--- config.mk ---
export PLATFORM = sky130hd
export DESIGN_NAME = cv32e40p_wb_arbiter
export DESIGN_NICKNAME = d
export VERILOG_FILES = /design/src/rtl/cv32e40p_wb_arbiter.sv
export SDC_FILE = /design/constraint.sdc
export NUM_CORES = 1
export LEC_CHECK = 0
export ABC_AREA = 1
export BUFFER_PORTS_ARGS = -buffer_cell sky130_fd_sc_hd__buf_2
export CORE_MARGIN = 2
export CORE_UTILIZATION = 45
export CTS_CLUSTER_DIAMETER = 30
export CTS_CLUSTER_SIZE = 16
export DETAILED_ROUTE_END_ITERATION = 8
export HOLD_SLACK_MARGIN = 0.1
export PLACE_DENSITY = 0.78
export SKIP_LAST_GASP = 1
export SLEW_MARGIN = 10
export SYNTH_ARGS = -nofsm -noshare
export SYNTH_HDL_FRONTEND = slang
export SYNTH_SLANG_ARGS = --single-unit
--- constraint.sdc ---
create_clock -name clk -period 4.2 [get_ports clk]
set_clock_uncertainty 0.1 [all_clocks]
set_input_delay 0.42 -clock clk [delete_from_list [all_inputs] [get_ports clk]]
set_output_delay 0.42 -clock clk [all_outputs]
set_load 0.02 [all_outputs]
--- src/rtl/cv32e40p_wb_arbiter.sv ---
// Writeback arbiter: EX results pass straight to RF port A, LSU results drain from a FIFO onto port B.
// Optional pending-write scoreboard with hazard outputs, built when CV32E40P_WB_SCOREBOARD_EN is defined.
module cv32e40p_wb_arbiter #(
    parameter int ADDR_WIDTH = 5,
    parameter int DATA_WIDTH = 32,
    parameter int FIFO_DEPTH = 2
) (
    input  logic                  clk,
    input  logic                  rst_n,
    input  logic                  ex_valid_i,
    input  logic [ADDR_WIDTH-1:0] ex_waddr_i,
    input  logic [DATA_WIDTH-1:0] ex_wdata_i,
    input  logic                  lsu_valid_i,
    output logic                  lsu_ready_o,
    input  logic [ADDR_WIDTH-1:0] lsu_waddr_i,
    input  logic [DATA_WIDTH-1:0] lsu_wdata_i,
    input  logic                  issue_i,
    input  logic [ADDR_WIDTH-1:0] issue_waddr_i,
    input  logic [ADDR_WIDTH-1:0] raddr_a_i,
    input  logic [ADDR_WIDTH-1:0] raddr_b_i,
    input  logic [ADDR_WIDTH-1:0] raddr_c_i,
    output logic                  hazard_a_o,
    output logic                  hazard_b_o,
    output logic                  hazard_c_o,
    output logic                  we_a_o,
    output logic [ADDR_WIDTH-1:0] waddr_a_o,
    output logic [DATA_WIDTH-1:0] wdata_a_o,
    output logic                  we_b_o,
    output logic [ADDR_WIDTH-1:0] waddr_b_o,
    output logic [DATA_WIDTH-1:0] wdata_b_o
);

    // Depth is 2 or 4, so pointers wrap naturally at their width.
    localparam int PTR_W = (FIFO_DEPTH > 2) ? 2 : 1;
    localparam int CNT_W = PTR_W + 1;

    logic [ADDR_WIDTH-1:0] waddr_mem_q [FIFO_DEPTH];
    logic [ADDR_WIDTH-1:0] waddr_mem_d [FIFO_DEPTH];
    logic [DATA_WIDTH-1:0] wdata_mem_q [FIFO_DEPTH];
    logic [DATA_WIDTH-1:0] wdata_mem_d [FIFO_DEPTH];
    logic [FIFO_DEPTH-1:0] dead_q, dead_d;
    logic [PTR_W-1:0]      wr_ptr_q, wr_ptr_d, rd_ptr_q, rd_ptr_d;
    logic [CNT_W-1:0]      count_q, count_d;

    logic                  push, pop, head_valid, head_dead, collide;
    logic [ADDR_WIDTH-1:0] head_waddr;
    logic [DATA_WIDTH-1:0] head_wdata;

    assign we_a_o    = ex_valid_i && (ex_waddr_i != '0);
    assign waddr_a_o = ex_waddr_i;
    assign wdata_a_o = ex_wdata_i;

    assign lsu_ready_o = count_q < CNT_W'(FIFO_DEPTH);
    assign push        = lsu_valid_i && lsu_ready_o;
    assign head_valid  = count_q != '0;
    assign pop         = head_valid;
    assign head_waddr  = waddr_mem_q[rd_ptr_q];
    assign head_wdata  = wdata_mem_q[rd_ptr_q];
    assign head_dead   = dead_q[rd_ptr_q];

    // EX is younger than anything queued, so a same-register head entry is dropped.
    assign collide   = we_a_o && (waddr_a_o == head_waddr);
    assign we_b_o    = head_valid && !head_dead && !collide;
    assign waddr_b_o = head_valid ? head_waddr : '0;
    assign wdata_b_o = head_valid ? head_wdata : '0;

    always_comb begin
        waddr_mem_d = waddr_mem_q;
        wdata_mem_d = wdata_mem_q;
        dead_d      = dead_q;
        wr_ptr_d    = wr_ptr_q;
        rd_ptr_d    = rd_ptr_q;
        count_d     = count_q;
        if (push) begin
            waddr_mem_d[wr_ptr_q] = lsu_waddr_i;
            wdata_mem_d[wr_ptr_q] = lsu_wdata_i;
            dead_d[wr_ptr_q]      = (lsu_waddr_i == '0);
            wr_ptr_d              = wr_ptr_q + PTR_W'(1);
        end
        if (pop) begin
            rd_ptr_d = rd_ptr_q + PTR_W'(1);
        end
        if (push && !pop) begin
            count_d = count_q + CNT_W'(1);
        end else if (!push && pop) begin
            count_d = count_q - CNT_W'(1);
        end
    end

    always_ff @(posedge clk or negedge rst_n) begin
        if (!rst_n) begin
            for (int i = 0; i < FIFO_DEPTH; i++) begin
                waddr_mem_q[i] <= '0;
                wdata_mem_q[i] <= '0;
            end
            dead_q   <= '0;
            wr_ptr_q <= '0;
            rd_ptr_q <= '0;
            count_q  <= '0;
        end else begin
            waddr_mem_q <= waddr_mem_d;
            wdata_mem_q <= wdata_mem_d;
            dead_q      <= dead_d;
            wr_ptr_q    <= wr_ptr_d;
            rd_ptr_q    <= rd_ptr_d;
            count_q     <= count_d;
        end
    end

`ifdef CV32E40P_WB_SCOREBOARD_EN
    logic [2**ADDR_WIDTH-1:0] sb_q, sb_d;

    // Clear on pop first so a same-cycle issue to the same register wins.
    always_comb begin
        sb_d = sb_q;
        if (pop) begin
            sb_d[head_waddr] = 1'b0;
        end
        if (issue_i && (issue_waddr_i != '0)) begin
            sb_d[issue_waddr_i] = 1'b1;
        end
        sb_d[0] = 1'b0;
    end

    always_ff @(posedge clk or negedge rst_n) begin
        if (!rst_n) begin
            sb_q <= '0;
        end else begin
            sb_q <= sb_d;
        end
    end

    assign hazard_a_o = sb_q[raddr_a_i];
    assign hazard_b_o = sb_q[raddr_b_i];
    assign hazard_c_o = sb_q[raddr_c_i];
`else
    logic unused_sb_inputs;
    assign unused_sb_inputs = ^{issue_i, issue_waddr_i, raddr_a_i, raddr_b_i, raddr_c_i};
    assign hazard_a_o = 1'b0;
    assign hazard_b_o = 1'b0;
    assign hazard_c_o = 1'b0;
`endif

endmodule

### After elaboration in Yosys (flattened, before gate mapping)

Index checks and enable logic that the tools add are counted.

* flip-flop bits (word level): 80
* output and inout bits: 80

* add/sub/neg operators: 4
* reduce and logical (&&, ||, !) cells: 17
* muxes and demuxes: 21
* equality and inequality tests: 1
* bitwise operators: 2
* $lt $le $gt $ge: 7

Operators with widths (number)
* 32-bit two-way mux: 5
* 64-bit bitwise mux: 1
* 32-bit demux with 1-bit select: 1
* 5-bit two-way mux: 5
* 10-bit bitwise mux: 1
* 1-bit logical AND: 9
* 5-bit demux with 1-bit select: 1
* 5-bit equality test: 1
* 5-bit zero test: 1
* 5-bit nonzero test: 1
* 2-bit greater-or-equal comparator, second input constant: 2
* 1-bit zero test: 4
* 1-bit by 2-bit less-than comparator with 1-bit output, second input constant: 2
* 2-bit two-way mux: 2
* 1-bit inverter with 2-bit output: 2
* 2-bit nonzero test: 2
* 1-bit two-way mux: 3
* 1-bit adder, second input constant: 2
* 2-bit by 1-bit adder with 2-bit output, second input constant: 1
* 2-bit bitwise mux: 1
* 2-bit by 1-bit less-than comparator with 1-bit output, second input constant: 1
* 2-bit less-than comparator, second input constant: 1
* 2-bit by 1-bit subtractor with 2-bit output, second input constant: 1
* 1-bit demux with 1-bit select: 1
* 1-bit greater-or-equal comparator, second input constant: 1

### Longest topological paths before layout

* word-level depth: 8
* gate-level depth with buffers: 10
* mapped depth without buffers: 9

### Worst setup path before layout

Ideal clock, no wire load.

* kind: register -> output
* start: register rd_ptr_q
* end: output port wdata_b_o[10]
* path slack: 2500 ps
* stages on the path, launching flop included: 6
* data arrival time: 1180 ps
* path through: dfrtp_1 > inv_2 > buf_6 > buf_2 > nand2_1 > a21oi_1

* longest elaborated chain between the ends: 5

Ends and longest elaborated chain
* from (decl): line 42 `logic [PTR_W-1:0] wr_ptr_q, wr_ptr_d, rd_ptr_q, rd_ptr_d;`
* from (signal assigned): line 105 `rd_ptr_q <= rd_ptr_d;`
* 1-bit inverter with 2-bit output (not written as such): line 58 `assign head_wdata = wdata_mem_q[rd_ptr_q];`
* 32-bit two-way mux (not written as such) (3 in a row): line 58
* 32-bit two-way mux: line 65 `assign wdata_b_o = head_valid ? head_wdata : '0;`
* to (decl): line 30 `output logic [DATA_WIDTH-1:0] wdata_b_o`

Every way passes these cells. The select of a mux whose other input is x is not followed.

### Worst setup path in the final report

* start: register rd_ptr_q
* end: output port we_b_o

* longest elaborated chain between the ends: 8

Ends and longest elaborated chain
* 1-bit inverter with 2-bit output (not written as such): line 57 `assign head_waddr = waddr_mem_q[rd_ptr_q];`
* 5-bit two-way mux (not written as such) (3 in a row): line 57
* 5-bit equality test: line 62 `assign collide = we_a_o && (waddr_a_o == head_waddr);`
* 1-bit logical AND: line 62
* 1-bit zero test: line 63 `assign we_b_o = head_valid && !head_dead && !collide;`
* 1-bit logical AND (*): line 63
* to (decl): line 28 `output logic we_b_o,`

Every way passes the cells marked *; elsewhere a longest branch is shown, timed or not. The select of a mux whose other input is x is not followed.

==> flow_metrics.env <==
export IMPL_viasPerCell=5.03
export IMPL_r2r_end="count_q[1]$_DFFE_PN0P_"
export IMPL_layout_common_cells="nand2_1, buf_2, dfrtp_1"
export IMPL_cts_tree="built"
export IMPL_hold_path_class="in -> async"
export IMPL_num_fill_cells=851
export IMPL_cts_hold_fix_buffers=0
export IMPL_post_route_min_period_ns=2.68
export IMPL_cp_cell_sequence="inv_2 -> nand2_1 -> nand3_1 -> nand2_1 -> nor2_1 -> nand3_1 -> nand2_1 -> inv_1 -> buf_2"
export IMPL_htreeDepth=3
export IMPL_use_met1_pct=24.5
export IMPL_cp_end_kind="output port"
export IMPL_wl_um=8780
export IMPL_clkTransAtPathRegs_ns=0.09
export IMPL_hold_viol=0
export IMPL_grt_pass1_vias=3365
export IMPL_syn_area_per_cell_um2=7.94
export IMPL_cts_sinks=80
export IMPL_synthCells=511
export IMPL_die_w_um=99.0
export IMPL_clk_latency_ns=0.34
export IMPL_wl_per_cell_um=13.2
export IMPL_layoutNonFillerInstCount=663
export IMPL_dieArea_mm2=0.00980
export IMPL_path_delay_family="buffers and inverters"
export IMPL_required_ns=3.68
export IMPL_yosysSeqAreaShare_pct=49.3
export IMPL_p_leak_nw=2.39
export IMPL_worstSetupStartpointType="register"
export IMPL_relSlewSlack_pct=25.7
export IMPL_rsz0062_at_grt="false"
export IMPL_antenna_found_initial=0
export IMPL_ys_flop_type="dfrtp_1"
export IMPL_setup_violations_final=0
export IMPL_synth_seq_cells=80
export IMPL_tns_ns=0
export IMPL_busiest_layer="met2"
export IMPL_critPathMostFrequentCell="nand2_1"
export IMPL_powerDensity_mw_per_mm2=818
export IMPL_cap_violations=0
export IMPL_syn2layout_area_growth_pct=9.03
export IMPL_worstRegToRegCells=5
export IMPL_arrival_ns=2.16
export IMPL_path_buf_inv=3
export IMPL_gr_total_overflow=0
export IMPL_grt_pass1_wl_um=15300
export IMPL_critical_path_max_stage_delay_ns=0.59
export IMPL_cts_path_max_buffers=2
export IMPL_grt_usage_pct=19.3
export IMPL_start_util_pct=46.5
export IMPL_tightest_slew_ns=1.11
export IMPL_gp_congestion=0.754
export IMPL_async_flop_share_pct=100
export IMPL_ys_warnings_count=0
export IMPL_ir_drop_v=0.000360
export IMPL_ant_nets=0
export IMPL_drt_iter0_markers=186
export IMPL_final_nets=650
export IMPL_syn_area_mm2=0.00406
export IMPL_cp_slowest_cell="inv_2"
export IMPL_root_buffer="clkbuf_8"
export IMPL_use_met3_pct=4.54
export IMPL_dr_pass1_iters=5
export IMPL_r2r_setup_slack_ns=1.89
export IMPL_placedCellCount=647
export IMPL_crit_type="reg -> out"
export IMPL_core_area_mm2=0.00872
export IMPL_final_period_utilization_pct=63.8
export IMPL_reg2reg_from="count_q[1]$_DFFE_PN0P_"
export IMPL_rows=34
export IMPL_fmax_ghz=0.373
export IMPL_num_antenna_cells=0
export IMPL_dp_hpwl_um=5480
export IMPL_post_route_drc_count=0
export IMPL_mostFrequentLayoutCell="nand2_1"
export IMPL_cts_resized_gates=0
export IMPL_cts_made_buffers=9
export IMPL_status="completed"
export IMPL_grt_max_degree=81
export IMPL_synthDistinctLibCells=24
export IMPL_maxSlewViolCount=0
export IMPL_io_pins=179
export IMPL_vias=3335
export IMPL_synth_edff_count=0
export IMPL_drive_above_1_share_pct=22.3
export IMPL_die_height_um=99.0
export IMPL_path_max_fanout=39
export IMPL_use_met2_pct=31.6
export IMPL_io_buffers=90
export IMPL_postCtsSetupBuffers=0
per-layer routing:
| layer | share of wire (%) | vias up |
|---|---|---|
| met5 | 0 | - |
| li1 | - | 1625 |
| met2 | 46 | 103 |
| met3 | 6.8 | 34 |
| met1 | 44 | 1573 |
| met4 | 2.8 | 0 |
area by class of cell:
| cell class | instances | area (um^2) | share of cell area, % |
|---|---|---|---|
| Sequential cell | 80 | 2000 | 45.2 |
| Multi-Input combinational cell | 314 | 1420 | 32.1 |
| Timing Repair Buffer | 92 | 468 | 10.6 |
| Inverter | 53 | 199 | 4.50 |
| Tap cell | 108 | 135 | 3.05 |
| Clock buffer | 9 | 124 | 2.80 |
| Clock inverter | 7 | 78.8 | 1.78 |
worst reg2reg max path, delay by kind of cell (launching register included):
kind,cells,cell delay [ns]
and+or+nand+nor,1,0.83
DFF,1,0.42
adders and majority gates,1,0.40
AOI/OAI and AO/OA,2,0.27
xor gates and xnor gates,1,0.16
worst max-delay path by stage:
stage                               startpoint            end  slack (ns)  cells after the start
final                     rd_ptr_q$_DFFE_PN0N_         we_b_o        1.52                      9
after CTS                 rd_ptr_q$_DFFE_PN0N_         we_b_o        1.46                      9
after detailed placement  rd_ptr_q$_DFFE_PN0N_         we_b_o        1.85                      9
after global routing      rd_ptr_q$_DFFE_PN0N_         we_b_o        1.28                      9
after floorplan           rd_ptr_q$_DFFE_PN0N_  wdata_b_o[10]        2.50                      5
after global placement    rd_ptr_q$_DFFE_PN0N_         we_b_o        1.89                      9
cells in the mapped netlist (all sizes together), types with 2 or more instances:
cell	count	area [um^2]
dfrtp	80	2000
xor2	2	17.5
inv	53	199
o21ai	76	403
buf	63	443
nand2	173	662
clkbuf	3	11.3
a21oi	37	185
nand3	7	35.0
nor2	11	56.3
through the flow:
stage / instance area, um^2 / power, mW / hold slack (ns) / utilization, % / setup slack [ns]
2_1_floorplan: 4070 / 2.64 / 0.0244 / - / 2.50
3_3_place_gp: 4220 / 3.01 / 0.362 / 48.4 / 1.89
3_5_place_dp: 4220 / 3.07 / 0.365 / 48.4 / 1.85
4_1_cts: 4430 / 3.66 / 0.166 / 50.7 / 1.46
5_1_grt: 4430 / 3.95 / 0.207 / 50.7 / 1.28
6_report: 4430 / 3.62 / 0.129 / 50.7 / 1.52
power breakdown:
part / internal [mW] / switching, mW / leakage (nW)
registers: 1.12 / 0.187 / 1.00
logic: 0.565 / 1.17 / 1.29
clock network: 0.281 / 0.296 / 0.104
total: 1.97 / 1.65 / 2.39
cells by family (layout without fill, tap and decap cells):
family / after synthesis / in the layout / synth area share [%]
and+or+nand+nor: 193 / 193 / 18.9
buffers and inverters: 119 / 161 / 16.1
other: 1 / 3 / 0.0924
xor gates and xnor gates: 3 / 3 / 0.647
AOI/OAI and AO/OA: 114 / 114 / 14.7
DFF: 80 / 80 / 49.3
adders and majority gates: 1 / 1 / 0.308
flip-flops by register name, summed over array words and instances (netlist names):
register,flops
waddr_mem_q,10
wdata_mem_q,64
rd_ptr_q,1
dead_q,2
wr_ptr_q,1
count_q,2
Note: power is estimated with default switching activity, not from simulation.
